===== config.mk =====
export PLATFORM = sky130hd
export DESIGN_NAME = dram_reader
export DESIGN_NICKNAME = d
export VERILOG_FILES = /design/src/rtl/dram_reader.sv
export SDC_FILE = /design/constraint.sdc
export NUM_CORES = 1
export LEC_CHECK = 0
export ABC_AREA = 1
export CORE_MARGIN = 5
export CORE_UTILIZATION = 49
export DETAILED_ROUTE_END_ITERATION = 7
export PLACE_DENSITY = 0.79
export SLEW_MARGIN = 40
export SYNTH_ARGS = -nofsm -noshare
export SYNTH_HDL_FRONTEND = slang
export SYNTH_SLANG_ARGS = --single-unit

===== constraint.sdc =====
create_clock -name clk -period 1.8 [get_ports clk]
set_clock_uncertainty 0.2 [all_clocks]
set_input_delay 0.18 -clock clk [delete_from_list [all_inputs] [get_ports clk]]
set_output_delay 0.18 -clock clk [all_outputs]
set_load 0.005 [all_outputs]

===== src/rtl/dram_reader.sv =====
// dram_reader: dumps a block of 16-bit data RAM words as a big-endian byte
// stream over a valid/ready handshake, one synchronous RAM read per word.
//
// Ports:
//   clk, rst              clock, synchronous active-high reset
//   start                 one-cycle dump request, honoured only when idle
//   base_addr, word_count first word address and word count (0 is legal)
//   busy, done            busy outside IDLE, one-cycle completion pulse
//   ram_addr, ram_rd_en   RAM read port (data returns one cycle later)
//   ram_data              RAM read data
//   byte_out, byte_valid  outgoing byte stream, high byte of each word first
//   byte_ready            sink accepts the current byte
module dram_reader #(
    parameter int ADDR_W = 20,
    parameter int DATA_W = 16
) (
    input  logic              clk,
    input  logic              rst,
    input  logic              start,
    input  logic [ADDR_W-1:0] base_addr,
    input  logic [ADDR_W-1:0] word_count,
    output logic              busy,
    output logic              done,
    output logic [ADDR_W-1:0] ram_addr,
    output logic              ram_rd_en,
    input  logic [DATA_W-1:0] ram_data,
    output logic [7:0]        byte_out,
    output logic              byte_valid,
    input  logic              byte_ready
);

    typedef enum logic [2:0] {
        S_IDLE,
        S_ISSUE,
        S_WAIT,
        S_SEND_HI,
        S_SEND_LO,
        S_DONE
    } state_t;

    state_t            state_q;
    logic [ADDR_W-1:0] addr_q;
    logic [ADDR_W-1:0] remain_q;
    logic [DATA_W-1:0] buf_q;
    logic              busy_q;
    logic              done_q;
    logic              rd_en_q;
    logic              valid_q;
    logic [7:0]        byte_q;

    // All outputs are registered alongside the state, so each one is set
    // on the edge that enters the state in which it must be asserted.
    always_ff @(posedge clk) begin
        if (rst) begin
            state_q  <= S_IDLE;
            addr_q   <= '0;
            remain_q <= '0;
            buf_q    <= '0;
            busy_q   <= 1'b0;
            done_q   <= 1'b0;
            rd_en_q  <= 1'b0;
            valid_q  <= 1'b0;
            byte_q   <= '0;
        end else begin
            done_q  <= 1'b0;
            rd_en_q <= 1'b0;
            unique case (state_q)
                S_IDLE: begin
                    if (start) begin
                        addr_q   <= base_addr;
                        remain_q <= word_count;
                        busy_q   <= 1'b1;
                        if (word_count == '0) begin
                            state_q <= S_DONE;
                            done_q  <= 1'b1;
                        end else begin
                            state_q <= S_ISSUE;
                            rd_en_q <= 1'b1;
                        end
                    end
                end
                S_ISSUE: begin
                    state_q <= S_WAIT;
                end
                S_WAIT: begin
                    // RAM data is valid during this cycle only.
                    buf_q   <= ram_data;
                    byte_q  <= ram_data[DATA_W-1:DATA_W/2];
                    valid_q <= 1'b1;
                    state_q <= S_SEND_HI;
                end
                S_SEND_HI: begin
                    if (byte_ready) begin
                        byte_q  <= buf_q[DATA_W/2-1:0];
                        state_q <= S_SEND_LO;
                    end
                end
                S_SEND_LO: begin
                    if (byte_ready) begin
                        valid_q  <= 1'b0;
                        byte_q   <= '0;
                        remain_q <= remain_q - ADDR_W'(1);
                        // Address wraps naturally at 2^ADDR_W.
                        addr_q   <= addr_q + ADDR_W'(1);
                        if (remain_q == ADDR_W'(1)) begin
                            state_q <= S_DONE;
                            done_q  <= 1'b1;
                        end else begin
                            state_q <= S_ISSUE;
                            rd_en_q <= 1'b1;
                        end
                    end
                end
                S_DONE: begin
                    busy_q  <= 1'b0;
                    state_q <= S_IDLE;
                end
                default: begin
                    state_q <= S_IDLE;
                    busy_q  <= 1'b0;
                    valid_q <= 1'b0;
                end
            endcase
        end
    end

    assign busy       = busy_q;
    assign done       = done_q;
    assign ram_addr   = addr_q;
    assign ram_rd_en  = rd_en_q;
    assign byte_out   = byte_q;
    assign byte_valid = valid_q;

endmodule


==> results of run 1 <==
[what timing repair did]
action,CTS,global route
setup buffers,0,10
pin swaps,1,10
gates cloned,0,5
setup endpoints to repair,4,37
hold endpoints to repair,0,0
gates resized for setup,5,44
[cell usage in the layout (no fill, tap or decap), types with 2 or more instances in the layout]
master           count
nand2_1            147
clkdlybuf4s50_1     91
nor2_1              79
o21ai_0             62
dfxtp_1             53
inv_1               52
a21oi_1             41
nand3_1             37
buf_4               34
a31oi_1             11
nor2_2              11
o21ai_1             11
clkbuf_8             9
dfxtp_2              9
nand4_1              8
nor2_4               7
nand2_2              7
nand3b_1             7
inv_2                5
o211ai_1             5
clkbuf_16            5
xor2_1               4
buf_12               4
inv_4                3
or2_2                3
o21ai_2              3
nand3_2              2
xnor2_1              2
o21bai_1             2
a211oi_1             2
and2_1               2
ha_1                 2
bufinv_16            2
inv_6                2
clkinv_2             2
[metrics by stage]
step	utilization (%)	instances	area, um2
4_1_cts	68.4	830	5260
2_1_floorplan	-	616	3860
6_report	72.5	845	5570
5_1_grt	72.5	845	5570
3_3_place_gp	65.3	814	5020
3_5_place_dp	65.3	814	5020
[routing by layer]
| layer | vias up | routed length (um) | share of wire, % |
|---|---|---|---|
| met5 | - | 0 | 0 |
| met4 | 0 | 226 | 1.7 |
| met3 | 19 | 980 | 7.5 |
| met2 | 214 | 6440 | 49 |
| met1 | 2138 | 5440 | 42 |
| li1 | 2254 | - | - |
[worst min-delay path, stage by stage]
cell and delay (ns):
clkdlybuf4s50_1 0.40, nand2_1 0.07, a31oi_1 0.07
[cells in the mapped netlist (6+ instances only)]
library cell	n	area share [%]
inv_1	53	5.2
nor2_1	92	8.9
nand3b_1	7	1.4
a21oi_1	42	5.4
o21ai_0	65	8.4
buf_2	12	1.6
nand2_1	153	15
o21ai_1	11	1.4
nand3_1	38	4.9
dfxtp_1	63	33
nand4_1	8	1.3
clkbuf_1	6	0.58
a31oi_1	11	1.8
[report_power, final]
part | total, mW | switching [mW] | internal (mW)
logic | 1.90 | 0.993 | 0.910
registers | 1.79 | 0.190 | 1.60
clock network | 1.41 | 0.628 | 0.784
[how the worst min path moves through the flow]
stage	startpoint	endpoint	slack, ns	cells after the start
3_5_place_dp	buf_q[5]	buf_q[5]	0.24	2
5_1_grt	base_addr[1]	ram_addr[1]	0.22	3
3_3_place_gp	buf_q[4]	buf_q[4]	0.23	2
2_1_floorplan	word_count[1]	remain_q[1]	0.12	2
4_1_cts	base_addr[2]	ram_addr[2]	0.21	3
6_report	base_addr[1]	ram_addr[1]	0.21	3
[kinds of logic (layout without fill, tap and decap cells)]
group,Yosys count,count (layout),synth area share [%]
AOI/OAI and AO/OA,143,143,20.3
buffers and inverters,85,212,9.56
DFF,63,63,32.7
and+or+nand+nor,316,316,35.2
adders and majority gates,3,3,0.972
xor gates and xnor gates,6,6,1.36
[area by class of cell]
class	count	area share (%)
clock inverter	7	1.71
timing repair buffer	136	24.9
inverter	60	4.18
tap	102	2.29
clock buffer	9	2.22
sequential	63	22.9
multi-input combinational	468	41.8
[flip-flops by register name, summed over array words and instances, names as in the netlist]
register    cells
buf_q           8
busy            1
byte_out        8
byte_valid      1
done            1
ram_addr       20
ram_rd_en       1
remain_q       20
state_q         3
==> out/metrics.csv, run 1 <==
stage,metric,value,unit
run_status,status,"finished, final reports clean",
cells_and_area,Sequential Area,1280,um2
cells_and_area,Area growth syn-to-layout,44.4,%
place,Place WS,-0.0832,ns
floorplanning,Die W,98.8,um
logic_synthesis,"Seq/Total Area, Yosys",32.7,%
floorplanning,die area,9760,um2
logic_synthesis,"flops & latches, synth",63,
critical_path,r2r startpoint,state_q[1],
floorplanning,Die Ht,98.8,um
clock_network,CTS Hold Bufs,0,
logic_synthesis,Yosys warning count,0,
detailed_routing,drt wl/cell,15.5,um
power,PnR Total Power,5.10,mW
critical_path,Worst Path Max Fanout,8,
global_routing,largest net degree at the start of global routing,40,
power,power density cells,915,nW/um2
logic_synthesis,Post-synth EDFFs,0,
clock_network,Clock Sinks,63,
cells_and_area,# diodes,0,
job,number of maximum-capacitance violations,0,
global_routing,GRT busiest layer,met2,
logic_synthesis,Yosys cell types,41,
logic_synthesis,cell count after synthesis,616,
sta,setup TNS,0,ns
sta,"Setup violations, final",0,
critical_path,CP endpoint,ram_addr[6],
logic_synthesis,post-synth net total,679,
clock_network,Clock Path Buffers,2,
cells_and_area,area occupied by multi-input gates,2330,um2
clock_network,TritonCTS clock tree,built,
clock_network,clk_lat worst skew,0.35,ns
critical_path,"slowest stage delay, CP",0.37,ns
sta,Worst Tran Pin Value,0.336,ns
critical_path,reg2reg end,ram_addr[6],
place,DP Wirelength,8580,um
floorplanning,row cnt,32,
sta,max frequency,0.565,GHz
critical_path,Crit Path Category,reg -> reg,
global_routing,number of global-route vias before repair,4339,
critical_path,"reg-to-reg slack, setup",0.03,ns
critical_path,Crit. path cell count,8,
logic_synthesis,dominant synthesized flop cell,dfxtp_1,
sta,RSZ-0062 raised after global routing,true,
detailed_routing,ANT nets after route,0,
logic_synthesis,post-synthesis average cell area,6.27,um2
sta,Max-slew headroom,77.5,%
critical_path,Crit path buffers/inverters,2,
global_routing,global-route wire length before repair,19500,um
logic_synthesis,ys async rst share,0,%
power,leak pwr,2.33,nW
sta,fin crit period,1.77,ns
detailed_routing,DR vias,4625,
sta,Setup WS post-layout,0.0310,ns
clock_network,CTS HTree Levels,3,
critical_path,crit path cell chain,nor2_4 > nand2_4 > o21ai_4 > buf_6 > buf_12 > o21ai_2 > o21bai_1 > a21oi_1,
global_routing,Total GRT Usage,24.0,%
cells_and_area,share of layout cells above drive strength 1,16.0,%
global_routing,met2 Usage GRT,40.5,%
floorplanning,core area,7690,um2
floorplanning,Initial Utilization,50.2,%
sta,final worst path period share,98.3,%
sta,fin. max-slew vios,0,
detailed_routing,routed wire length,13100,um
critical_path,CP startpoint,state_q[1],
floorplanning,IO Count,92,
detailed_routing,drt via density,5.47,
detailed_routing,# DRC,0,
global_routing,grt met3 use,4.53,%
clock_network,clock tree root buffer cell,clkbuf_8,
critical_path,slowest CP cell,dfxtp_4,
cells_and_area,FILL cells,640,
critical_path,Worst R2R Path Depth,8,
detailed_routing,TritonRoute pass-1 iters,5,
place,GP Congestion,0.942,
detailed_routing,initial DRC count,356,
critical_path,Crit. End Element,flip-flop,
min_path,Hold Path Class,in -> reg,
critical_path,Worst Path Required,1.87,ns
sta,Final Hold Viols,0,
sta,worst hold slack,0.208,ns
logic_synthesis,Syn Std Cell Area,3860,um2
place,port bufs,91,
global_routing,initial antenna violation count,0,
clock_network,CTS buffer count,9,
critical_path,element type at the critical path start,flip-flop,
clock_network,Clock transition at path regs,0.08,ns
global_routing,GR met1 Demand/Resource,30.9,%
global_routing,Congestion Overflow GR,0,
cells_and_area,NumNets Final,801,
critical_path,Critical Path AT,1.84,ns
critical_path,family with the most delay on the worst path,compound AO/OA/AOI/OAI gates,
power,Worst IR Drop VDD,0.581,mV
Power figures use the tool's default switching activity.
==> run 2: changes to the inputs <==
--- a/config.mk
+++ b/config.mk
@@ -6,6 +6,7 @@
 export NUM_CORES = 1
 export LEC_CHECK = 0
 export ABC_AREA = 1
+export CAP_MARGIN = 20
 export CORE_MARGIN = 5
 export CORE_UTILIZATION = 49
 export DETAILED_ROUTE_END_ITERATION = 7
==> results of run 2 <==
Final layout, timing and power as in run 1 (identical DEF).
==> run 3: changes to the inputs <==
--- a/config.mk
+++ b/config.mk
@@ -15,3 +15,4 @@
 export SYNTH_ARGS = -nofsm -noshare
 export SYNTH_HDL_FRONTEND = slang
 export SYNTH_SLANG_ARGS = --single-unit
+export TNS_END_PERCENT = 30
==> out/metrics.csv, run 3 (synthesis gave the netlist of run 1 again) <==
stage,metric,value,unit
run_status,status,"finished, final reports clean",
sta,fin. max-slew vios,0,
global_routing,Congestion Overflow GR,0,
floorplanning,Die W,98.8,um
cells_and_area,FILL cells,676,
critical_path,crit path cell chain,clkdlybuf4s50_1,
place,Placed Area,5020,um2
global_routing,largest net degree at the start of global routing,40,
cells_and_area,area occupied by multi-input gates,2310,um2
floorplanning,Initial Utilization,50.2,%
floorplanning,IO Count,92,
clock_network,Clock transition at path regs,0.08,ns
place,Place WS,-0.0832,ns
sta,max frequency,0.568,GHz
floorplanning,row cnt,32,
floorplanning,core area,7690,um2
cells_and_area,NumNets Final,792,
critical_path,"slowest stage delay, CP",0.56,ns
clock_network,Clock Path Buffers,2,
floorplanning,die area,9760,um2
clock_network,TritonCTS clock tree,built,
detailed_routing,initial DRC count,279,
global_routing,number of global-route vias before repair,4317,
place,placed cell count,814,
sta,Final Hold Viols,0,
power,leak pwr,2.26,nW
sta,"Setup violations, final",0,
cells_and_area,Layout Cells excl Fill,836,
critical_path,Critical Path AT,1.38,ns
critical_path,Crit Path Category,reg -> out,
sta,RSZ-0062 raised after global routing,true,
floorplanning,Die Ht,98.8,um
critical_path,family with the most delay on the worst path,buffers and inverters,
critical_path,Worst Path Max Fanout,6,
min_path,Hold Path Class,in -> reg,
detailed_routing,routed wire length,12300,um
detailed_routing,DR vias,4574,
global_routing,Total GRT Usage,24.0,%
clock_network,clock tree root buffer cell,clkbuf_8,
clock_network,CTS Hold Bufs,0,
cells_and_area,# diodes,0,
sta,fin crit period,1.76,ns
sta,Max-slew headroom,75.3,%
global_routing,global-route wire length before repair,19500,um
cells_and_area,"most common cell after layout, fill and taps aside",nand2_1,
place,GP Congestion,0.942,
detailed_routing,TritonRoute pass-1 iters,5,
power,power density cells,913,nW/um2
sta,setup TNS,0,ns
cells_and_area,Area growth syn-to-layout,40.2,%
detailed_routing,drt via density,5.47,
global_routing,initial antenna violation count,0,
critical_path,Crit. End Element,output port,
place,port bufs,91,
cells_and_area,design area,5410,um2
detailed_routing,# DRC,0,
power,Worst IR Drop VDD,0.574,mV
detailed_routing,drt wl/cell,14.8,um
sta,final worst path period share,97.8,%
critical_path,Worst Path Required,1.42,ns
critical_path,Crit path buffers/inverters,1,
critical_path,slowest CP cell,clkdlybuf4s50_1,
cells_and_area,Sequential Area,1270,um2
sta,Worst Tran Pin Value,0.370,ns
clock_network,CTS HTree Levels,3,
clock_network,clk_lat worst skew,0.35,ns
clock_network,CTS buffer count,9,
sta,Setup WS post-layout,0.0398,ns
cells_and_area,most frequent cells in the layout,"nand2_1 (147), clkdlybuf4s50_1 (91), nor2_1 (80)",
critical_path,element type at the critical path start,flip-flop,
job,number of maximum-capacitance violations,0,
cells_and_area,share of layout cells above drive strength 1,14.4,%
detailed_routing,ANT nets after route,0,
clock_network,Clock Sinks,63,
place,DP Wirelength,8580,um
sta,worst hold slack,0.200,ns
## run 3: final timing paths
| kind | slack [ns] | to | startpoint | depth (start not counted) |
|---|---|---|---|---|
| min reg2reg | 0.25 | buf_q[1] | buf_q[1] | 2 |
| min | 0.20 | ram_addr[1] | base_addr[1] | 3 |
| max reg2reg | 0.07 | ram_addr[6] | state_q[0] | 9 |
| max | 0.04 | ram_addr[15] | ram_addr[15] | 1 |
## run 3: stage by stage
stage	power, mW	utilization, %
floorplan	2.70	-
detailed placement	3.40	65.3
finish	4.94	70.4
global route	5.21	70.4
CTS	4.80	68.3
global placement	3.36	65.3
## run 3: worst min-delay path: stages
cell,delay (ns)
clkdlybuf4s50_1,0.40
nand2_1,0.06
a31oi_1,0.07
## run 3: cell type report
class / count / share of cell area (%)
clock inverters: 7 / 1.76
clock buffers: 9 / 2.29
repair buffers: 127 / 23.1
flip-flops and latches: 63 / 23.5
multi-input cells: 468 / 42.6
inverters: 60 / 4.30
well taps: 102 / 2.36
## run 3: metal layers
| layer | GRT usage [%] | share of wire [%] | vias to the layer above |
|---|---|---|---|
| met5 | 0 | 0 | - |
| met4 | 7.35 | 1.8 | 0 |
| met3 | 4.53 | 7.8 | 22 |
| met2 | 40.3 | 49 | 215 |
| met1 | 31.2 | 42 | 2097 |
| li1 | - | - | 2240 |
## run 3: power breakdown
part | internal (mW) | switching (mW)
registers | 1.60 | 0.189
logic | 0.819 | 0.933
clock network | 0.784 | 0.619
total | 3.20 | 1.74
## run 3: repair_timing
item	4_1_cts	5_1_grt
resized for setup	3	39
setup buffers	0	4
cloned	0	2
hold endpoints to repair	0	0
pin swaps	0	2
endpoints found under the setup margin	4	37
